**src/rtl/ct_mmu_sysmap_lookup.sv**
```systemverilog
// System memory map lookup: ENTRY_NUM programmable regions, each [top[i-1], top[i]), with per-entry attributes.
// Latency: a request accepted at edge T has its response registered at edge T+1 (2-stage pipeline, one lookup/cycle).
// Backpressure: resp_rdy low freezes S2; S1 keeps re-comparing against live config; req_rdy drops once both stages are full.
module ct_mmu_sysmap_lookup #(
    parameter int ENTRY_NUM  = 8,
    parameter int PA_WIDTH   = 28,
    parameter int ATTR_WIDTH = 5,
    parameter int IDX_WIDTH  = 3
) (
    input  logic                  forever_cpuclk,
    input  logic                  cpurst,
    input  logic                  cfg_wen,
    input  logic [IDX_WIDTH-1:0]  cfg_idx,
    input  logic [PA_WIDTH-1:0]   cfg_top,
    input  logic [ATTR_WIDTH-1:0] cfg_attr,
    input  logic                  cfg_dflt_attr_wen,
    input  logic [ATTR_WIDTH-1:0] cfg_dflt_attr,
    input  logic                  sysmap_en,
    input  logic                  req_vld,
    input  logic [PA_WIDTH-1:0]   req_addr,
    output logic                  req_rdy,
    output logic                  resp_vld,
    input  logic                  resp_rdy,
    output logic                  resp_hit,
    output logic [IDX_WIDTH-1:0]  resp_idx,
    output logic [ATTR_WIDTH-1:0] resp_attr,
    output logic                  resp_multi_hit
);

    typedef struct packed {
        logic                  hit;
        logic [IDX_WIDTH-1:0]  idx;
        logic [ATTR_WIDTH-1:0] attr;
        logic                  multi;
    } resp_t;

    logic [PA_WIDTH-1:0]   top_q  [ENTRY_NUM];
    logic [ATTR_WIDTH-1:0] attr_q [ENTRY_NUM];
    logic [ATTR_WIDTH-1:0] dflt_attr_q;

    logic                  s1_vld;
    logic [PA_WIDTH-1:0]   s1_addr;
    logic                  s2_vld;
    resp_t                 s2_res;
    resp_t                 s1_res;

    logic [ENTRY_NUM-1:0]  ge_bot;
    logic [ENTRY_NUM-1:0]  lt_top;
    logic [ENTRY_NUM-1:0]  s1_hit;

    logic                  s1_adv;
    logic                  s2_adv;

    // Config storage; out-of-range indices are dropped silently.
    always_ff @(posedge forever_cpuclk or posedge cpurst) begin
        if (cpurst) begin
            for (int i = 0; i < ENTRY_NUM; i++) begin
                top_q[i]  <= '0;
                attr_q[i] <= '0;
            end
            dflt_attr_q <= '0;
        end else begin
            if (cfg_wen && (32'(cfg_idx) < ENTRY_NUM)) begin
                top_q[cfg_idx]  <= cfg_top;
                attr_q[cfg_idx] <= cfg_attr;
            end
            if (cfg_dflt_attr_wen) begin
                dflt_attr_q <= cfg_dflt_attr;
            end
        end
    end

    // Chained comparators: entry i's lower bound is entry i-1's upper bound.
    genvar gi;
    generate
        for (gi = 0; gi < ENTRY_NUM; gi++) begin : g_cmp
            if (gi == 0) begin : g_first
                assign ge_bot[gi] = 1'b1;
            end else begin : g_rest
                assign ge_bot[gi] = (s1_addr >= top_q[gi-1]);
            end
            assign lt_top[gi] = (s1_addr < top_q[gi]);
        end
    endgenerate

    assign s1_hit = ge_bot & lt_top & {ENTRY_NUM{sysmap_en}};

    // Lowest-index priority; more than one set bit flags a misprogrammed map.
    always_comb begin
        s1_res       = '0;
        s1_res.hit   = |s1_hit;
        s1_res.multi = |(s1_hit & (s1_hit - ENTRY_NUM'(1)));
        s1_res.attr  = dflt_attr_q;
        for (int i = ENTRY_NUM - 1; i >= 0; i--) begin
            if (s1_hit[i]) begin
                s1_res.idx  = IDX_WIDTH'(i);
                s1_res.attr = attr_q[i];
            end
        end
    end

    assign s2_adv  = !s2_vld || resp_rdy;
    assign s1_adv  = !s1_vld || s2_adv;
    assign req_rdy = s1_adv;

    always_ff @(posedge forever_cpuclk or posedge cpurst) begin
        if (cpurst) begin
            s1_vld  <= 1'b0;
            s1_addr <= '0;
            s2_vld  <= 1'b0;
            s2_res  <= '0;
        end else begin
            if (s1_adv) begin
                s1_vld <= req_vld;
                if (req_vld) begin
                    s1_addr <= req_addr;
                end
            end
            if (s2_adv) begin
                s2_vld <= s1_vld;
                if (s1_vld) begin
                    s2_res <= s1_res;
                end
            end
        end
    end

    assign resp_vld       = s2_vld;
    assign resp_hit       = s2_res.hit;
    assign resp_idx       = s2_res.idx;
    assign resp_attr      = s2_res.attr;
    assign resp_multi_hit = s2_res.multi;

endmodule
```
**config.mk**
```make
export PLATFORM = sky130hd
export DESIGN_NAME = ct_mmu_sysmap_lookup
export DESIGN_NICKNAME = d
export VERILOG_FILES = /design/src/rtl/ct_mmu_sysmap_lookup.sv
export SDC_FILE = /design/constraint.sdc
export NUM_CORES = 1
export LEC_CHECK = 0
export ABC_AREA = 0
export CAP_MARGIN = 5
export CORE_UTILIZATION = 30
export CTS_BUF_LIST = sky130_fd_sc_hd__clkbuf_8 sky130_fd_sc_hd__clkbuf_16
export DETAILED_ROUTE_END_ITERATION = 8
export HOLD_SLACK_MARGIN = 0.03
export PLACE_DENSITY = 0.57
export REMOVE_ABC_BUFFERS = 1
export SYNTH_ARGS = -nofsm -noshare
export SYNTH_HDL_FRONTEND = slang
export SYNTH_SLANG_ARGS = --single-unit
```
**constraint.sdc**
```tcl
create_clock -name forever_cpuclk -period 13.43 [get_ports forever_cpuclk]
set_clock_uncertainty 0.15 [all_clocks]
set_input_delay 2.686 -clock forever_cpuclk [delete_from_list [all_inputs] [get_ports forever_cpuclk]]
set_output_delay 2.686 -clock forever_cpuclk [all_outputs]
set_load 0.005 [all_outputs]
```
==> impl_metrics.tcl <==
set metrics [dict create \
    cp-start-kind "input port" \
    antenna_found_initial 2 \
    yosys_register_bits 309 \
    r2r-start "s1_addr[27]" \
    reg2reg_depth 10 \
    status "finished clean" \
    place.detailed.hpwl_mm 32.7 \
    std_cell_rows 87 \
    setup_tns_ns 0 \
    grt_max_degree 132 \
    cp_data_required_time_ns 10.59 \
    clk_pin_slew_ns 0.06 \
    vias 12577 \
    finalSetupViolCount 0 \
    start_util 0.306 \
    nNetsFinal 2074 \
    grt_pass1_vias 12760 \
    whs_path_depth 2 \
    ys_types 64 \
    postCtsHoldBufs 0 \
    hold_start "resp_idx[1]" \
    min_path_type "reg2reg" \
    async_reset_ff_frac 1.00 \
    synth_edf_count 0 \
    instances_no_fill 2559 \
    syn_avg_cell_area_sq_um 10.3 \
    p_leak_nw 9.42 \
    clock_path_buffers 3 \
    die_w_um 243 \
    grt_pass1_wl_mm 73.9 \
    grt_use_total 0.162 \
    fmax_mhz 150 \
    first_pass_iters 5 \
    max-slew-margin-rel 0.196 \
    synth_area_sq_um 17400 \
    root_buffer "clkbuf_16" \
    routed_wl_mm 47.4 \
    layout_common_cells "309 x dfrtp_1, 236 x inv_1, 223 x ha_1, 184 x mux2_2, 173 x nand2_1" \
    ys_dominant_reg_cell "dfrtp_1" \
    cts_buffers 38 \
    crit_path_end_kind "output pin" \
    cellPowerDensity_nw_per_um2 160 \
    cts_num_sinks 309 \
    cts_tree "yes" \
    io_buffer_count 87 \
    synthCells 1687 \
    min_period_ns 6.67 \
    reg2reg_to "resp_attr[3]" \
    drv_cap 0 \
    cts_setup_buffers 0 \
    grt_overflow_total 0 \
    htreeDepth 2 \
    reg2reg_slack_ns 9.15 \
    vias_per_cell 4.91 \
    area_delta_synth_final_pct 17.5 \
    drt_iter0_markers 771 \
    ios 88 \
    drive_gt1_frac 0.148 \
    path_class "in2out" \
    worstHoldEndpoint "resp_idx[1]" \
    core-area_sq_um 56900 \
    critPathLaunch "resp_rdy" \
    final_common_cell "dfrtp_1" \
    die_h_um 243 \
    rsz0062_at_grt "no" \
    nFillCells 5642 \
    gp_congestion 0.806 \
    drc 0 \
    hold_viol_final 0 \
    dp_cells 2491 \
    arrival_ns 3.84 \
    insertion_delay_ns 0.57 \
    finalMaxSlewViolations 0 \
    wire_per_inst_um 18.5 \
    vdd_ir_drop_max_mv 0.0828 \
    ant_nets 0 \
    tightest_slew_ns 1.20 \
    ys.warnings.count 0 \
    cts-resized-gates 0 \
    fin_crit_sh 0.497 \
    critPathMaxFanout 3 \
    ys_seq_area_frac 0.444 \
    dieArea_sq_um 59100 \
]
==> area by class of cell <==
class                   count  area [sq um]  area share
diodes                      2          5.00    0.000244
multi-input cells        1100          8660       0.423
flip-flops and latches    309          7730       0.378
well taps                 756           946      0.0462
inverters                 228           863      0.0422
repair buffers             98           953      0.0466
clock buffers              47          1090      0.0530
clock inverters            19           231      0.0113
==> sequential cells by signal, summed over array words and instances (netlist names) <==
signal / flops
dflt_attr_q: 5
s1_vld: 1
top_q: 224
s1_addr: 28
resp_hit: 1
resp_attr: 5
resp_idx: 3
attr_q: 40
resp_vld: 1
resp_multi_hit: 1
==> through the flow <==
step | worst slack [ns] | cell area (sq um) | utilization | hold WS, ns | power [W]
floorplan | 2.05 | 17200 | - | 0.321 | 0.00189
global placement | 6.73 | 19200 | 0.337 | 0.328 | 0.00218
detailed placement | 6.76 | 19200 | 0.337 | 0.329 | 0.00222
CTS | 6.75 | 20500 | 0.360 | 0.342 | 0.00332
global route | 6.72 | 20500 | 0.360 | 0.363 | 0.00351
finish | 6.76 | 20500 | 0.360 | 0.332 | 0.00328
==> logic make-up (layout without fill, tap and decap cells) <==
family,count (synthesis),after routing,share of synthesized area
flip-flops,309,309,0.444
other,0,2,0
AND/OR/NAND/NOR,332,332,0.0908
adder cells (fa/ha/maj),223,223,0.160
multiplexers,189,189,0.122
AO/OA/AOI/OAI,356,356,0.123
buffers and inverters,278,392,0.0606
==> report_power, final <==
part           internal [W]  switching [W]
clock network      0.000666       0.000411
registers           0.00113       0.000131
logic              0.000432       0.000514
total               0.00223        0.00106
==> cells in the mapped netlist, types with 5 or more instances <==
| cell | number | area (sq um) |
|---|---|---|
| a211oi_1 | 13 | 97.6 |
| a21o_1 | 20 | 150 |
| a21oi_1 | 82 | 410 |
| a221oi_1 | 7 | 61.3 |
| and3_1 | 5 | 31.3 |
| and4_1 | 5 | 43.8 |
| clkbuf_1 | 44 | 165 |
| dfrtp_1 | 309 | 7730 |
| ha_1 | 223 | 2790 |
| inv_1 | 228 | 856 |
| mux2_2 | 184 | 2070 |
| mux2i_1 | 5 | 50.1 |
| nand2_1 | 174 | 653 |
| nand2b_1 | 9 | 56.3 |
| nand3_1 | 26 | 130 |
| nand4_1 | 37 | 231 |
| nor2_1 | 20 | 75.1 |
| nor2b_1 | 7 | 43.8 |
| nor3_1 | 14 | 70.1 |
| nor3b_1 | 5 | 37.5 |
| o211ai_1 | 9 | 67.6 |
| o21a_1 | 8 | 60.1 |
| o21ai_0 | 164 | 821 |
| or3_1 | 5 | 31.3 |
==> metal layers <==
layer | routed length (um) | vias to the layer above | global-route usage
met3 | 1990 | 69 | 0.0274
met1 | 22000 | 6184 | 0.216
li1 | - | 6113 | -
met5 | 0 | - | 0
met4 | 1140 | 0 | 0.0503
met2 | 22200 | 211 | 0.267
==> worst max-delay path, stage by stage <==
cell and delay [ns]:
clkdlybuf4s50_1 0.47, nand3b_1 0.16, clkdlybuf4s50_1 0.52
==> how the worst max path moves through the flow <==
| stage | cells past startpoint | to |
|---|---|---|
| floorplan | 1 | attr_q[0] |
| global placement | 3 | req_rdy |
| detailed placement | 3 | req_rdy |
| CTS | 3 | req_rdy |
| global route | 3 | req_rdy |
| finish | 3 | req_rdy |
No activity file was read; power rests on OpenSTA's default activity.
